File: src/rtl/sdram_port_arbiter.sv
// sdram_port_arbiter
// Shares the single SDRAM controller port between the download writer, the
// video fetch unit and the Z80 CPU bus. One access is in flight at a time.
// Download has absolute priority. Video beats the CPU, but only until
// VID_BURST_MAX video grants have gone by while the CPU waits; the CPU is then
// forced through. A watchdog aborts any access that the controller never
// acknowledges, returning all-ones read data and latching a sticky error.
module sdram_port_arbiter #(
  parameter int ADDR_W        = 24,
  parameter int VID_BURST_MAX = 4,
  parameter int TIMEOUT       = 255
) (
  input  logic              clk_sys,
  input  logic              reset_n,

  input  logic              dl_req,
  input  logic [ADDR_W-1:0] dl_addr,
  input  logic [15:0]       dl_din,
  output logic              dl_ack,

  input  logic              vid_req,
  input  logic [ADDR_W-1:0] vid_addr,
  output logic [15:0]       vid_dout,
  output logic              vid_ack,

  input  logic              cpu_req,
  input  logic              cpu_we,
  input  logic [ADDR_W-1:0] cpu_addr,
  input  logic [15:0]       cpu_din,
  input  logic [1:0]        cpu_ds,
  output logic [15:0]       cpu_dout,
  output logic              cpu_ack,

  output logic              sd_req,
  output logic              sd_we,
  output logic [ADDR_W-1:0] sd_addr,
  output logic [15:0]       sd_din,
  output logic [1:0]        sd_ds,
  input  logic [15:0]       sd_dout,
  input  logic              sd_ack,

  output logic [1:0]        owner,
  output logic              timeout_err
);

  localparam int STREAK_W = (VID_BURST_MAX < 1) ? 1 : $clog2(VID_BURST_MAX + 1);
  localparam int WDOG_W   = (TIMEOUT < 1) ? 1 : $clog2(TIMEOUT + 1);

  localparam logic [STREAK_W-1:0] STREAK_MAX = STREAK_W'(VID_BURST_MAX);
  localparam logic [WDOG_W-1:0]   WDOG_LIMIT = WDOG_W'(TIMEOUT);

  // Grant codes, also the encoding presented on the owner port.
  localparam logic [1:0] OWN_NONE = 2'd0;
  localparam logic [1:0] OWN_DL   = 2'd1;
  localparam logic [1:0] OWN_VID  = 2'd2;
  localparam logic [1:0] OWN_CPU  = 2'd3;

  // Read data returned to a requester whose access was aborted.
  localparam logic [15:0] ABORT_DATA = 16'hFFFF;

  typedef enum logic [1:0] {
    ST_IDLE,
    ST_BUSY,
    ST_DONE
  } state_t;

  state_t              state;
  logic [STREAK_W-1:0] vid_streak;
  logic [WDOG_W-1:0]   wdog;

  logic [1:0]          winner;
  logic                cpu_forced;
  logic                grant;
  logic                wdog_expired;
  logic                complete;
  logic [15:0]         rd_data;

  // Fixed-priority pick: download, then a starved CPU, then video, then CPU.
  function automatic logic [1:0] pick_winner(input logic dl,
                                              input logic vid,
                                              input logic cpu,
                                              input logic forced);
    logic [1:0] w;
    w = OWN_NONE;
    if (dl)
      w = OWN_DL;
    else if (cpu && forced)
      w = OWN_CPU;
    else if (vid)
      w = OWN_VID;
    else if (cpu)
      w = OWN_CPU;
    return w;
  endfunction

  // Consecutive video wins counted only while the CPU keeps waiting; any
  // cycle without a CPU request, or a CPU grant, starts the count afresh.
  function automatic logic [STREAK_W-1:0] streak_next(input logic [STREAK_W-1:0] cur,
                                                      input logic                cpu,
                                                      input logic                granted,
                                                      input logic [1:0]          who);
    logic [STREAK_W-1:0] nxt;
    nxt = cur;
    if (!cpu)
      nxt = '0;
    else if (granted && (who == OWN_CPU))
      nxt = '0;
    else if (granted && (who == OWN_VID) && (cur != STREAK_MAX))
      nxt = cur + STREAK_W'(1);
    return nxt;
  endfunction

  // Arbitration decision, only acted on while idle.
  always_comb begin
    cpu_forced = cpu_req && (vid_streak == STREAK_MAX);
    winner     = pick_winner(dl_req, vid_req, cpu_req, cpu_forced);
    grant      = (state == ST_IDLE) && (winner != OWN_NONE);
  end

  // Completion of the access in flight: a real ack, or the watchdog giving up.
  always_comb begin
    wdog_expired = (wdog == WDOG_LIMIT);
    complete     = (state == ST_BUSY) && (sd_ack || wdog_expired);
    rd_data      = sd_ack ? sd_dout : ABORT_DATA;
  end

  // Video streak tracking for the CPU anti-starvation guard.
  always_ff @(posedge clk_sys or negedge reset_n) begin
    if (!reset_n)
      vid_streak <= '0;
    else
      vid_streak <= streak_next(vid_streak, cpu_req, grant, winner);
  end

  // Access sequencer: grant in IDLE, hold the controller request in BUSY,
  // one dead DONE cycle so a requester can drop its request after the ack.
  always_ff @(posedge clk_sys or negedge reset_n) begin
    if (!reset_n) begin
      state       <= ST_IDLE;
      wdog        <= '0;
      owner       <= OWN_NONE;
      sd_req      <= 1'b0;
      sd_we       <= 1'b0;
      sd_addr     <= '0;
      sd_din      <= '0;
      sd_ds       <= '0;
      dl_ack      <= 1'b0;
      vid_ack     <= 1'b0;
      cpu_ack     <= 1'b0;
      vid_dout    <= '0;
      cpu_dout    <= '0;
      timeout_err <= 1'b0;
    end else begin
      case (state)
        ST_IDLE: begin
          if (grant) begin
            owner  <= winner;
            sd_req <= 1'b1;
            wdog   <= '0;
            state  <= ST_BUSY;
            case (winner)
              OWN_DL: begin
                sd_we   <= 1'b1;
                sd_addr <= dl_addr;
                sd_din  <= dl_din;
                sd_ds   <= 2'b11;
              end
              OWN_VID: begin
                sd_we   <= 1'b0;
                sd_addr <= vid_addr;
                sd_din  <= '0;
                sd_ds   <= 2'b11;
              end
              default: begin
                sd_we   <= cpu_we;
                sd_addr <= cpu_addr;
                sd_din  <= cpu_din;
                sd_ds   <= cpu_ds;
              end
            endcase
          end
        end

        ST_BUSY: begin
          if (complete) begin
            sd_req <= 1'b0;
            sd_we  <= 1'b0;
            state  <= ST_DONE;
            if (!sd_ack)
              timeout_err <= 1'b1;
            case (owner)
              OWN_DL: begin
                dl_ack <= 1'b1;
              end
              OWN_VID: begin
                vid_ack  <= 1'b1;
                vid_dout <= rd_data;
              end
              default: begin
                cpu_ack <= 1'b1;
                // sd_we still holds the latched direction of this access here.
                if (!sd_we)
                  cpu_dout <= rd_data;
              end
            endcase
          end else begin
            wdog <= wdog + WDOG_W'(1);
          end
        end

        ST_DONE: begin
          dl_ack  <= 1'b0;
          vid_ack <= 1'b0;
          cpu_ack <= 1'b0;
          owner   <= OWN_NONE;
          state   <= ST_IDLE;
        end

        default: begin
          state <= ST_IDLE;
        end
      endcase
    end
  end

endmodule
File: config.mk
export PLATFORM = sky130hd
export DESIGN_NAME = sdram_port_arbiter
export DESIGN_NICKNAME = d
export VERILOG_FILES = /design/src/rtl/sdram_port_arbiter.sv
export SDC_FILE = /design/constraint.sdc
export NUM_CORES = 1
export LEC_CHECK = 0
export ABC_AREA = 1
export BUFFER_PORTS_ARGS = -buffer_cell sky130_fd_sc_hd__buf_2
export CORE_MARGIN = 2
export CORE_UTILIZATION = 47
export CTS_CLUSTER_SIZE = 30
export DETAILED_ROUTE_END_ITERATION = 7
export HOLD_SLACK_MARGIN = 0.15
export PLACE_DENSITY = 0.8
export SLEW_MARGIN = 40
export SYNTH_ARGS = -nofsm -noshare
export SYNTH_HDL_FRONTEND = slang
export SYNTH_SLANG_ARGS = --single-unit
File: constraint.sdc
create_clock -name clk_sys -period 2.65 [get_ports clk_sys]
set_input_delay 0.3975 -clock clk_sys [delete_from_list [all_inputs] [get_ports clk_sys]]
set_output_delay 0.3975 -clock clk_sys [all_outputs]
set_load 0.01 [all_outputs]
==> flow_summary.yaml <==
logic_synthesis:
  avgSynthCellArea_um2: 8.36
  ys_types: 28
  syn_inst: 559
  synth_fp_nets: 696
  yosys.area_share.xor_xnor_pct: 0.187
  synthMuxAreaShare_pct: 0
  synth-seq-cells: 95
  synthAdderAreaFrac_pct: 2.14
  yosys.area_share.simple_pct: 28.8
  ys_warn_count: 0
  synth_compound_area_share_pct: 11.9
  synth_top_family_by_area: "simple AND/OR/NAND/NOR gates"
  synth_area_um2: 4670
  yosysSeqAreaShare_pct: 50.9
die:
  die_y_um: 104
  fp-row-count: 36
  dieArea_um2: 10800
  ios: 211
  die_w_um: 104
  floorplan.initialDensity_pct: 48.0
  core_um2: 9730
hold_path:
  hp-class: "in -> reg"
  holdPathStages: 2
timing:
  hold_viol_final: 0
  timing.fmax_mhz: 422
  rsz0062_at_grt: "false"
  tightestPinTransition_ps: 701
  drv_slew: 0
  setup_violations: 0
  period_minus_slack_ps: 2370
  tns_ps: 0
  fin_crit_sh_pct: 89.3
  clock_skew_ps: 14.7
  relSlewSlack_pct: 53.3
drt:
  drt_iter0_markers: 292
  vias: 4782
  first_pass_iters: 5
  drt-total-wl_mm: 13.2
  drc: 0
  ant_nets: 0
  vias_per_cell: 5.35
  wire_per_inst_um: 14.7
placement:
  dp.final_hpwl_mm: 9.60
  place.gp.congestion: 0.849
  port_buffers: 210
  dpl_cell_area_um2: 5820
setup_path:
  rr_worst_depth: 13
  worstPathArrival_ps: 2650
  cp_max_fo: 20
  start_kind: "register"
  cp-end-kind: "register"
  path_class: "reg -> reg"
  crit_required_ps: 2930
clock_network:
  cts-root-buf: "clkbuf_8"
  clk_pin_slew_ps: 100
  post-cts-setup-buffers: 0
  numClockSinks: 95
  cts.htree.levels: 3
  max-clock-path-buffers: 2
  tritoncts: "built"
  worstSkewPairLatency_ps: 370
  cts_buffers: 9
cells_and_area:
  fin_nets: 892
  num-fill-cells: 899
  ff_latch_area_um2: 2380
  multiInputGateArea_um2: 2020
  design_area_um2: 6020
  area_growth_pct: 28.9
  drive_gt1_share_pct: 35.0
  postLayoutCoreUtil_pct: 61.9
global_route:
  gr-usage-met1_pct: 32.2
  grt_pass1_vias: 4706
  grt_first_pass_wirelength_mm: 22.1
  grt_usage_pct: 25.3
  gr-total-overflow: 0
  use_met3_pct: 5.54
  grt.busiest_layer: "met2"
  met2_usage_pct: 41.7
  grt_max_degree: 62
  antenna_found_initial: 2
pwr:
  power_density_nw_per_um2: 1030
  seqPwrFrac_pct: 40.1
  p_leak_nw: 3.12
  pwr-share-comb_pct: 44.7
  intPower_mw: 3.58
  swShare_pct: 42.1
  ir_worst_vdd_uv: 497
  clkPwrFrac_pct: 15.2
  p_sw_mw: 2.60
outcome:
  outcome: "finished clean"
job:
  drv_cap: 0
[routing by layer]
metal / up-vias / part of all wire [%]
met5: - / 0
met4: 0 / 2.5
met3: 31 / 7.8
met2: 242 / 50
met1: 2234 / 40
li1: 2275 / -
[flip-flops by register name (all words and copies together) (netlist names)]
name         cells
cpu_ack          1
cpu_dout        16
dl_ack           1
owner            2
sd_addr         24
sd_din          16
sd_ds            2
sd_req           1
sd_we            1
state            2
timeout_err      1
vid_ack          1
vid_dout        16
vid_streak       3
wdog             8
[critical path, stage by stage (launching register included)]
cell,delay [ps]
dfrtp_1,360
inv_1,70
ha_1,210
a21oi_1,180
nor2_1,70
nor2_2,160
inv_1,60
ha_1,320
inv_2,60
nand2_1,60
inv_2,170
buf_4,280
nand2_1,90
a31oi_1,180
[final timing paths]
kind	startpoint	endpoint	slack (ps)
worst max-delay path	vid_streak[0]$_DFFE_PN0P_	sd_addr[22]$_DFFE_PN0P_	280
worst min-delay path	sd_ack	timeout_err$_DFFE_PN0P_	210
worst max register to register	vid_streak[0]$_DFFE_PN0P_	sd_addr[22]$_DFFE_PN0P_	280
worst min register to register	vid_dout[15]$_DFFE_PN0P_	vid_dout[15]$_DFFE_PN0P_	470
max in group asynchronous	reset_n	state[0]$_DFFE_PN0P_	1480
min in group asynchronous	reset_n	cpu_dout[11]$_DFFE_PN0P_	570
[cells in the final DEF (no fill, tap or decap), types with 2 or more instances in the layout]
master,Yosys,final
o21bai_1,4,4
a21oi_1,27,27
diode_2,0,2
buf_4,4,9
clkinv_2,0,2
nor2_1,42,41
dfrtp_1,95,95
nor2_2,2,3
a31oi_1,24,24
nand2_1,157,156
inv_1,22,22
nor2_4,2,2
nand4_1,33,33
nand3_1,39,39
clkbuf_8,0,9
inv_2,4,4
nand2_2,2,3
ha_1,8,8
buf_2,13,209
o21ai_0,22,22
or2_2,16,16
buf_12,0,2
a22oi_1,16,16
nand3_4,2,2
[power by group through the flow]
stage / sequential, mW / combinational [mW] / clock, mW
final: 2.48 / 2.76 / 0.941
after global routing: 2.56 / 3.07 / 1.03
after CTS: 2.47 / 2.77 / 0.963
after detailed placement: 2.48 / 2.77 / 0
after global placement: 2.47 / 2.69 / 0
after floorplan: 2.76 / 1.34 / 0
[synth_stat cells (all sizes together)]
cell type,count,share of area (%)
nand4,33,4.4
or2,16,2.1
a22oi,16,2.6
buf,20,2.6
nor3,1,0.11
a21oi,27,2.9
o22ai,1,0.13
inv,26,2.1
a31oi,24,3.2
nand2,160,13
dfrtp,95,51
nor2,46,4.1
clkbuf,17,1.4
ha,8,2.1
o21ai,23,2.5
xor2,1,0.19
o21bai,4,0.64
nand3,41,4.9
[metrics by stage]
step                      std cells  power, mW  setup WS, ps  hold WS (ps)
after floorplan                 559       4.09           494           102
after global placement          876       5.16           380           449
after detailed placement        876       5.26           259           454
after CTS                       892       6.20           236           203
after global routing            894       6.66          11.2           215
final                           894       6.18           283           210
[area by class of cell]
type	instances	share of cell area (%)
Tap cell	133	2.76
Inverter	26	1.62
Antenna cell	2	0.0831
Clock buffer	10	2.12
Timing Repair Buffer	222	19.5
Sequential cell	95	39.5
Clock inverter	5	0.955
Multi-Input combinational cell	401	33.5
[cell families (layout without fill, tap and decap cells)]
kind of cell | count (synthesis) | after routing
AND/OR/NAND/NOR | 297 | 297
flip-flops | 95 | 95
AO/OA/AOI/OAI | 95 | 95
XOR/XNOR | 1 | 1
buffers and inverters | 63 | 263
adder cells (fa/ha/maj) | 8 | 8
other | 0 | 2
[repair_timing]
action | in CTS | in global routing
hold buffers | 1 | 0
endpoints found under the setup margin | 0 | 21
endpoints found under the hold margin | 56 | 0
resized for setup | 0 | 1
(Power assumes the default switching activity.)
